===== src/rtl/mem_wr_arb_if.sv =====
// Handshake bundle for mem_wr_arb: per-channel write requests in, one memory write port out.
// The slave modport is the arbiter's view; the master modport drives requests and consumes writes.
interface mem_wr_arb_if #(
    parameter int WIDTH  = 16,
    parameter int ADDR_W = 8,
    parameter int NUM_CH = 4
);
    localparam int CH_W = (NUM_CH > 1) ? $clog2(NUM_CH) : 1;

    logic [NUM_CH-1:0]        s_valid;
    logic [NUM_CH-1:0]        s_ready;
    logic [NUM_CH*ADDR_W-1:0] s_addr;
    logic [NUM_CH*WIDTH-1:0]  s_data;
    logic                     m_write;
    logic [ADDR_W-1:0]        m_addr;
    logic [WIDTH-1:0]         m_data;
    logic [CH_W-1:0]          m_ch;
    logic                     m_ready;

    modport slave (
        input  s_valid, s_addr, s_data, m_ready,
        output s_ready, m_write, m_addr, m_data, m_ch
    );

    modport master (
        output s_valid, s_addr, s_data, m_ready,
        input  s_ready, m_write, m_addr, m_data, m_ch
    );
endinterface


===== src/rtl/mem_wr_arb.sv =====
// Round-robin write arbiter: grants one of NUM_CH request channels into a single
// registered memory-write slot with valid/ready flow control on both sides.
module mem_wr_arb #(
    parameter int WIDTH  = 16,
    parameter int ADDR_W = 8,
    parameter int NUM_CH = 4,
    localparam int CH_W  = (NUM_CH > 1) ? $clog2(NUM_CH) : 1
) (
    input  logic         clk,
    input  logic         reset_p,
    mem_wr_arb_if.slave  bus
);
    logic [CH_W-1:0]   ptr;
    logic              slot_write;
    logic [ADDR_W-1:0] slot_addr;
    logic [WIDTH-1:0]  slot_data;
    logic [CH_W-1:0]   slot_ch;

    logic              load_en;
    logic [NUM_CH-1:0] above;
    logic [NUM_CH-1:0] hi_req;
    logic              gnt_any;
    logic [CH_W-1:0]   gnt_idx;
    logic [NUM_CH-1:0] grant;
    logic [ADDR_W-1:0] sel_addr;
    logic [WIDTH-1:0]  sel_data;

    assign load_en = !slot_write || bus.m_ready;

    // Requests above ptr win first; otherwise wrap to the lowest requester.
    always_comb begin
        above   = '0;
        gnt_any = 1'b0;
        gnt_idx = '0;
        for (int unsigned i = 0; i < NUM_CH; i++) begin
            above[i] = (i > 32'(ptr));
        end
        hi_req = bus.s_valid & above;
        for (int unsigned i = 0; i < NUM_CH; i++) begin
            if (!gnt_any && hi_req[i]) begin
                gnt_any = 1'b1;
                gnt_idx = CH_W'(i);
            end
        end
        for (int unsigned i = 0; i < NUM_CH; i++) begin
            if (!gnt_any && bus.s_valid[i]) begin
                gnt_any = 1'b1;
                gnt_idx = CH_W'(i);
            end
        end
    end

    always_comb begin
        grant    = '0;
        sel_addr = '0;
        sel_data = '0;
        for (int unsigned i = 0; i < NUM_CH; i++) begin
            grant[i] = gnt_any && (gnt_idx == CH_W'(i));
            if (grant[i]) begin
                sel_addr = bus.s_addr[i*ADDR_W +: ADDR_W];
                sel_data = bus.s_data[i*WIDTH +: WIDTH];
            end
        end
    end

    assign bus.s_ready = (load_en && !reset_p) ? grant : '0;

    always_ff @(posedge clk) begin
        if (reset_p) begin
            slot_write <= 1'b0;
            slot_addr  <= '0;
            slot_data  <= '0;
            slot_ch    <= '0;
            ptr        <= CH_W'(NUM_CH - 1);
        end else if (load_en) begin
            if (gnt_any) begin
                slot_write <= 1'b1;
                slot_addr  <= sel_addr;
                slot_data  <= sel_data;
                slot_ch    <= gnt_idx;
                ptr        <= gnt_idx;
            end else begin
                slot_write <= 1'b0;
            end
        end
    end

    assign bus.m_write = slot_write;
    assign bus.m_addr  = slot_addr;
    assign bus.m_data  = slot_data;
    assign bus.m_ch    = slot_ch;
endmodule


===== src/flat_wrapper.sv =====
// flat-port wrapper written by rule: the top's interface ports become plain ports
module mem_wr_arb_flat 
#(
    parameter int WIDTH  = 16,
    parameter int ADDR_W = 8,
    parameter int NUM_CH = 4,
    localparam int CH_W  = (NUM_CH > 1) ? $clog2(NUM_CH) : 1
)
  (clk, reset_p, bus_s_valid, bus_s_addr, bus_s_data, bus_m_ready, bus_s_ready, bus_m_write, bus_m_addr, bus_m_data, bus_m_ch);
  mem_wr_arb_if #(.WIDTH(WIDTH), .ADDR_W(ADDR_W), .NUM_CH(NUM_CH)) bus_i ();
  input  logic clk;
  input  logic reset_p;
  input wire logic [$bits(bus_i.s_valid)-1:0] bus_s_valid;
  input wire logic [$bits(bus_i.s_addr)-1:0] bus_s_addr;
  input wire logic [$bits(bus_i.s_data)-1:0] bus_s_data;
  input wire logic [$bits(bus_i.m_ready)-1:0] bus_m_ready;
  output wire logic [$bits(bus_i.s_ready)-1:0] bus_s_ready;
  output wire logic [$bits(bus_i.m_write)-1:0] bus_m_write;
  output wire logic [$bits(bus_i.m_addr)-1:0] bus_m_addr;
  output wire logic [$bits(bus_i.m_data)-1:0] bus_m_data;
  output wire logic [$bits(bus_i.m_ch)-1:0] bus_m_ch;
  assign bus_i.s_valid = bus_s_valid;
  assign bus_i.s_addr = bus_s_addr;
  assign bus_i.s_data = bus_s_data;
  assign bus_i.m_ready = bus_m_ready;
  assign bus_s_ready = bus_i.s_ready;
  assign bus_m_write = bus_i.m_write;
  assign bus_m_addr = bus_i.m_addr;
  assign bus_m_data = bus_i.m_data;
  assign bus_m_ch = bus_i.m_ch;
  mem_wr_arb #(.WIDTH(WIDTH), .ADDR_W(ADDR_W), .NUM_CH(NUM_CH)) u_core (.clk(clk), .reset_p(reset_p), .bus(bus_i));
endmodule

===== config.mk =====
export PLATFORM = sky130hd
export DESIGN_NAME = mem_wr_arb_flat
export DESIGN_NICKNAME = d
export VERILOG_FILES = /design/src/rtl/mem_wr_arb_if.sv /design/src/rtl/mem_wr_arb.sv /design/src/flat_wrapper.sv
export SDC_FILE = /design/constraint.sdc
export NUM_CORES = 1
export LEC_CHECK = 0
export ABC_AREA = 1
export CAP_MARGIN = 20
export CORE_MARGIN = 2
export CORE_UTILIZATION = 35
export DETAILED_ROUTE_END_ITERATION = 16
export HOLD_SLACK_MARGIN = 0.12
export PLACE_DENSITY = 0.87
export RECOVER_POWER = 25
export SLEW_MARGIN = 20
export SYNTH_ARGS = -nofsm -noshare
export SYNTH_HDL_FRONTEND = slang
export SYNTH_SLANG_ARGS = --single-unit

===== constraint.sdc =====
create_clock -name clk -period 1.7 [get_ports clk]
set_input_delay 0.34 -clock clk [delete_from_list [all_inputs] [get_ports clk]]
set_output_delay 0.34 -clock clk [all_outputs]
set_load 0.01 [all_outputs]

==> results.cfg <==
[placed_design]
post-dp-hpwl_um = 5360
io_buffer_count = 133
dpl_cell_area_sq_mm = 0.00343
gp_congestion = 0.897

[floorplanning]
io_pins = 134
coreArea_sq_mm = 0.00520
die_h_um = 78.0
fp.dieArea_sq_mm = 0.00608
die_width_um = 78.0
initial_utilization_pct = 36.8
rows = 26

[synth]
netlist_instances = 321
yosysSeqAreaShare_pct = 30.3
synth.net_count = 424
synth-seq-cells = 29
ys_types = 21
syn_avg_cell_area_sq_um = 5.97
synth_warnings = 0
synth.cell_area_sq_mm = 0.00192

[global_routing]
antenna_found_initial = 0
met1_usage_pct = 23.6
grt_pass1_vias = 2493
grt_pass1_wl_um = 11100
gr-max-usage-layer = met2
use_met3_pct = 6.05
grtUsageTotal_pct = 22.7
grt_max_degree = 28
overflow = 0
met2_usage_pct = 44.4

[sta]
setup_viol = 28
rsz0062_at_grt = yes
post-route-period-util_pct = 111
slew_viol_final = 0
period_minus_slack_ns = 1.88
max_freq_mhz = 531
max_slew.worst_pin.slew_ns = 0.316
fin_ws_ns = -0.185
hold_violations = 0
finalClockSkew_ns = 0.00562
relSlewSlack_pct = 78.7

[clock_network]
cts-root-buf = clkbuf_8
tritoncts = built
clk_latency_ns = 0.27
hold_buffers = 0
clock_sinks = 29
htree_levels = 2
cts.clk_slew.worst_paths_ns = 0.06
cts_buffers = 5
cts.path.max_buffers = 2

[detailed_routing]
wirelength_um = 7350
drt_pass1_iterations = 4
wire_per_inst_um = 13.7
postRouteAntennaNets = 0
viasPerCell = 4.94
vias = 2652
initialDrtViolationCount = 78
drc = 0

[critical_path]
path_max_fanout = 4
critPathBufInv = 2
crit_required_ns = 1.36
cp_top_family = simple AND/OR/NAND/NOR gates
path_cells = nand2_4 > nand2_4 > nand2_4 > nor2_2 > a21oi_2 > buf_4 > nand2_4 > nand2_2 > nor2_2 > buf_2
r2r_cells = 14
critPathMaxStageDelay_ns = 0.38
worstSetupStartpointType = flop
worstSetupPathDepth = 10
critPathMostFrequentCell = nand2_4
critPathArrivalTime_ns = 1.54
crit_path_end_kind = output pin
path_class = flop to output pin
r2r_slack_ns = -0.14
slowest_stage = dfxtp_4

[power_and_ir_drop]
power_uw = 3110
power.leakage_uw = 0.00167
vdd_drop_max_mv = 0.431
power.density_mw_per_mm2 = 837

[finish]
drive_gt1_share_pct = 14.6
final_cell_mix = 117 x clkdlybuf4s50_1, 81 x nand2_1, 72 x nand3_1
fillers = 453
area_growth_pct = 94.0
final_common_cell = clkdlybuf4s50_1
final_cell_area_sq_mm = 0.00372
nNetsFinal = 569
n_antenna_cell = 0

[min_path]
hold_path_class = flop to flop
hold_depth = 2

[status]
status = complete, but fails checks
violations = setup timing

[run]
cap_viol_max_count = 0
path summary, 6_finish.rpt:
| check | start | endpoint |
|---|---|---|
| setup reg to reg | u_core.ptr[1]$_SDFFE_PP1P_ | u_core.bus.m_addr[2]$_SDFFE_PP0P_ |
| hold / removal | u_core.bus.m_data[9]$_SDFFE_PP0P_ | u_core.bus.m_data[9]$_SDFFE_PP0P_ |
| setup / recovery | u_core.ptr[1]$_SDFFE_PP1P_ | bus_s_ready[3] |
| hold reg to reg | u_core.bus.m_data[9]$_SDFFE_PP0P_ | u_core.bus.m_data[9]$_SDFFE_PP0P_ |
flip-flops by register name, indices dropped and copies added, names as in the netlist:
| name | flops |
|---|---|
| u_core.bus.m_data | 16 |
| u_core.bus.m_addr | 8 |
| u_core.bus.m_ch | 2 |
| u_core.ptr | 2 |
| u_core.bus.m_write | 1 |
routing by layer:
layer	routed length, um	up-vias
li1	-	1337
met1	2740	1185
met2	3850	116
met3	626	14
met4	126	0
met5	0	-
cells by family after synthesis:
group	Yosys count	synth area share, %
flops	29	30.3
compound gates	33	9.14
buf+inv	33	9.67
simple gates	226	50.9
cell usage after synthesis:
| library cell | count | share of area (%) |
|---|---|---|
| nand2_1 | 89 | 17 |
| nand3_1 | 73 | 19 |
| nor2_1 | 56 | 11 |
| dfxtp_1 | 29 | 30 |
| o21ai_0 | 26 | 6.8 |
| inv_1 | 12 | 2.4 |
| buf_6 | 6 | 3.5 |
| clkbuf_1 | 6 | 1.2 |
| a21oi_1 | 4 | 1.0 |
| buf_2 | 4 | 1.0 |
| buf_4 | 3 | 1.2 |
| nand2_2 | 3 | 0.98 |
| a21oi_2 | 2 | 0.91 |
| buf_1 | 1 | 0.20 |
| inv_2 | 1 | 0.20 |
| nand2_4 | 1 | 0.59 |
| nand4_2 | 1 | 0.65 |
| nor2_2 | 1 | 0.33 |
| nor2_4 | 1 | 0.59 |
| nor3_1 | 1 | 0.26 |
| o211ai_1 | 1 | 0.39 |
timing repair:
| action | 4_1_cts | 5_1_grt |
|---|---|---|
| pin swaps | 10 | 13 |
| gates resized for setup | 39 | 22 |
| setup endpoints to repair | 30 | 29 |
| cloned | 0 | 2 |
| buffers inserted | 2 | 2 |
power by group:
part           switching (uW)  internal, uW  leakage, uW
Clock                     248           477    0.0000585
Combinational             747           782      0.00137
Sequential               63.4           794     0.000241
worst register-to-register path, delay by kind of cell (launching register included):
family / cells / cell delay [ns]
AND/OR/NAND/NOR: 10 / 0.81
buffers and inverters: 3 / 0.48
flip-flops: 1 / 0.38
AO/OA/AOI/OAI: 1 / 0.07
final cells by class:
class / count / area [sq um] / area share [%]
clock inverter: 1 / 30.0 / 0.808
multi-input combinational: 259 / 1260 / 33.9
sequential: 29 / 588 / 15.8
clock buffer: 7 / 86.3 / 2.32
inverter: 13 / 51.3 / 1.38
tap: 70 / 87.6 / 2.36
timing repair buffer: 158 / 1610 / 43.4
stage by stage:
step	utilization [%]	setup slack (ns)	cells	hold WS (ns)	setup TNS, ns
after floorplan	-	0.0267	321	0.409	0
after global placement	65.9	-0.679	524	0.458	-16.40
after detailed placement	65.9	-0.732	524	0.483	-19.25
after CTS	69.1	-0.194	534	0.491	-3.10
after global routing	71.4	-0.272	537	0.512	-6.12
final	71.4	-0.185	537	0.491	-2.81
No activity file was read; power rests on OpenSTA's default activity.
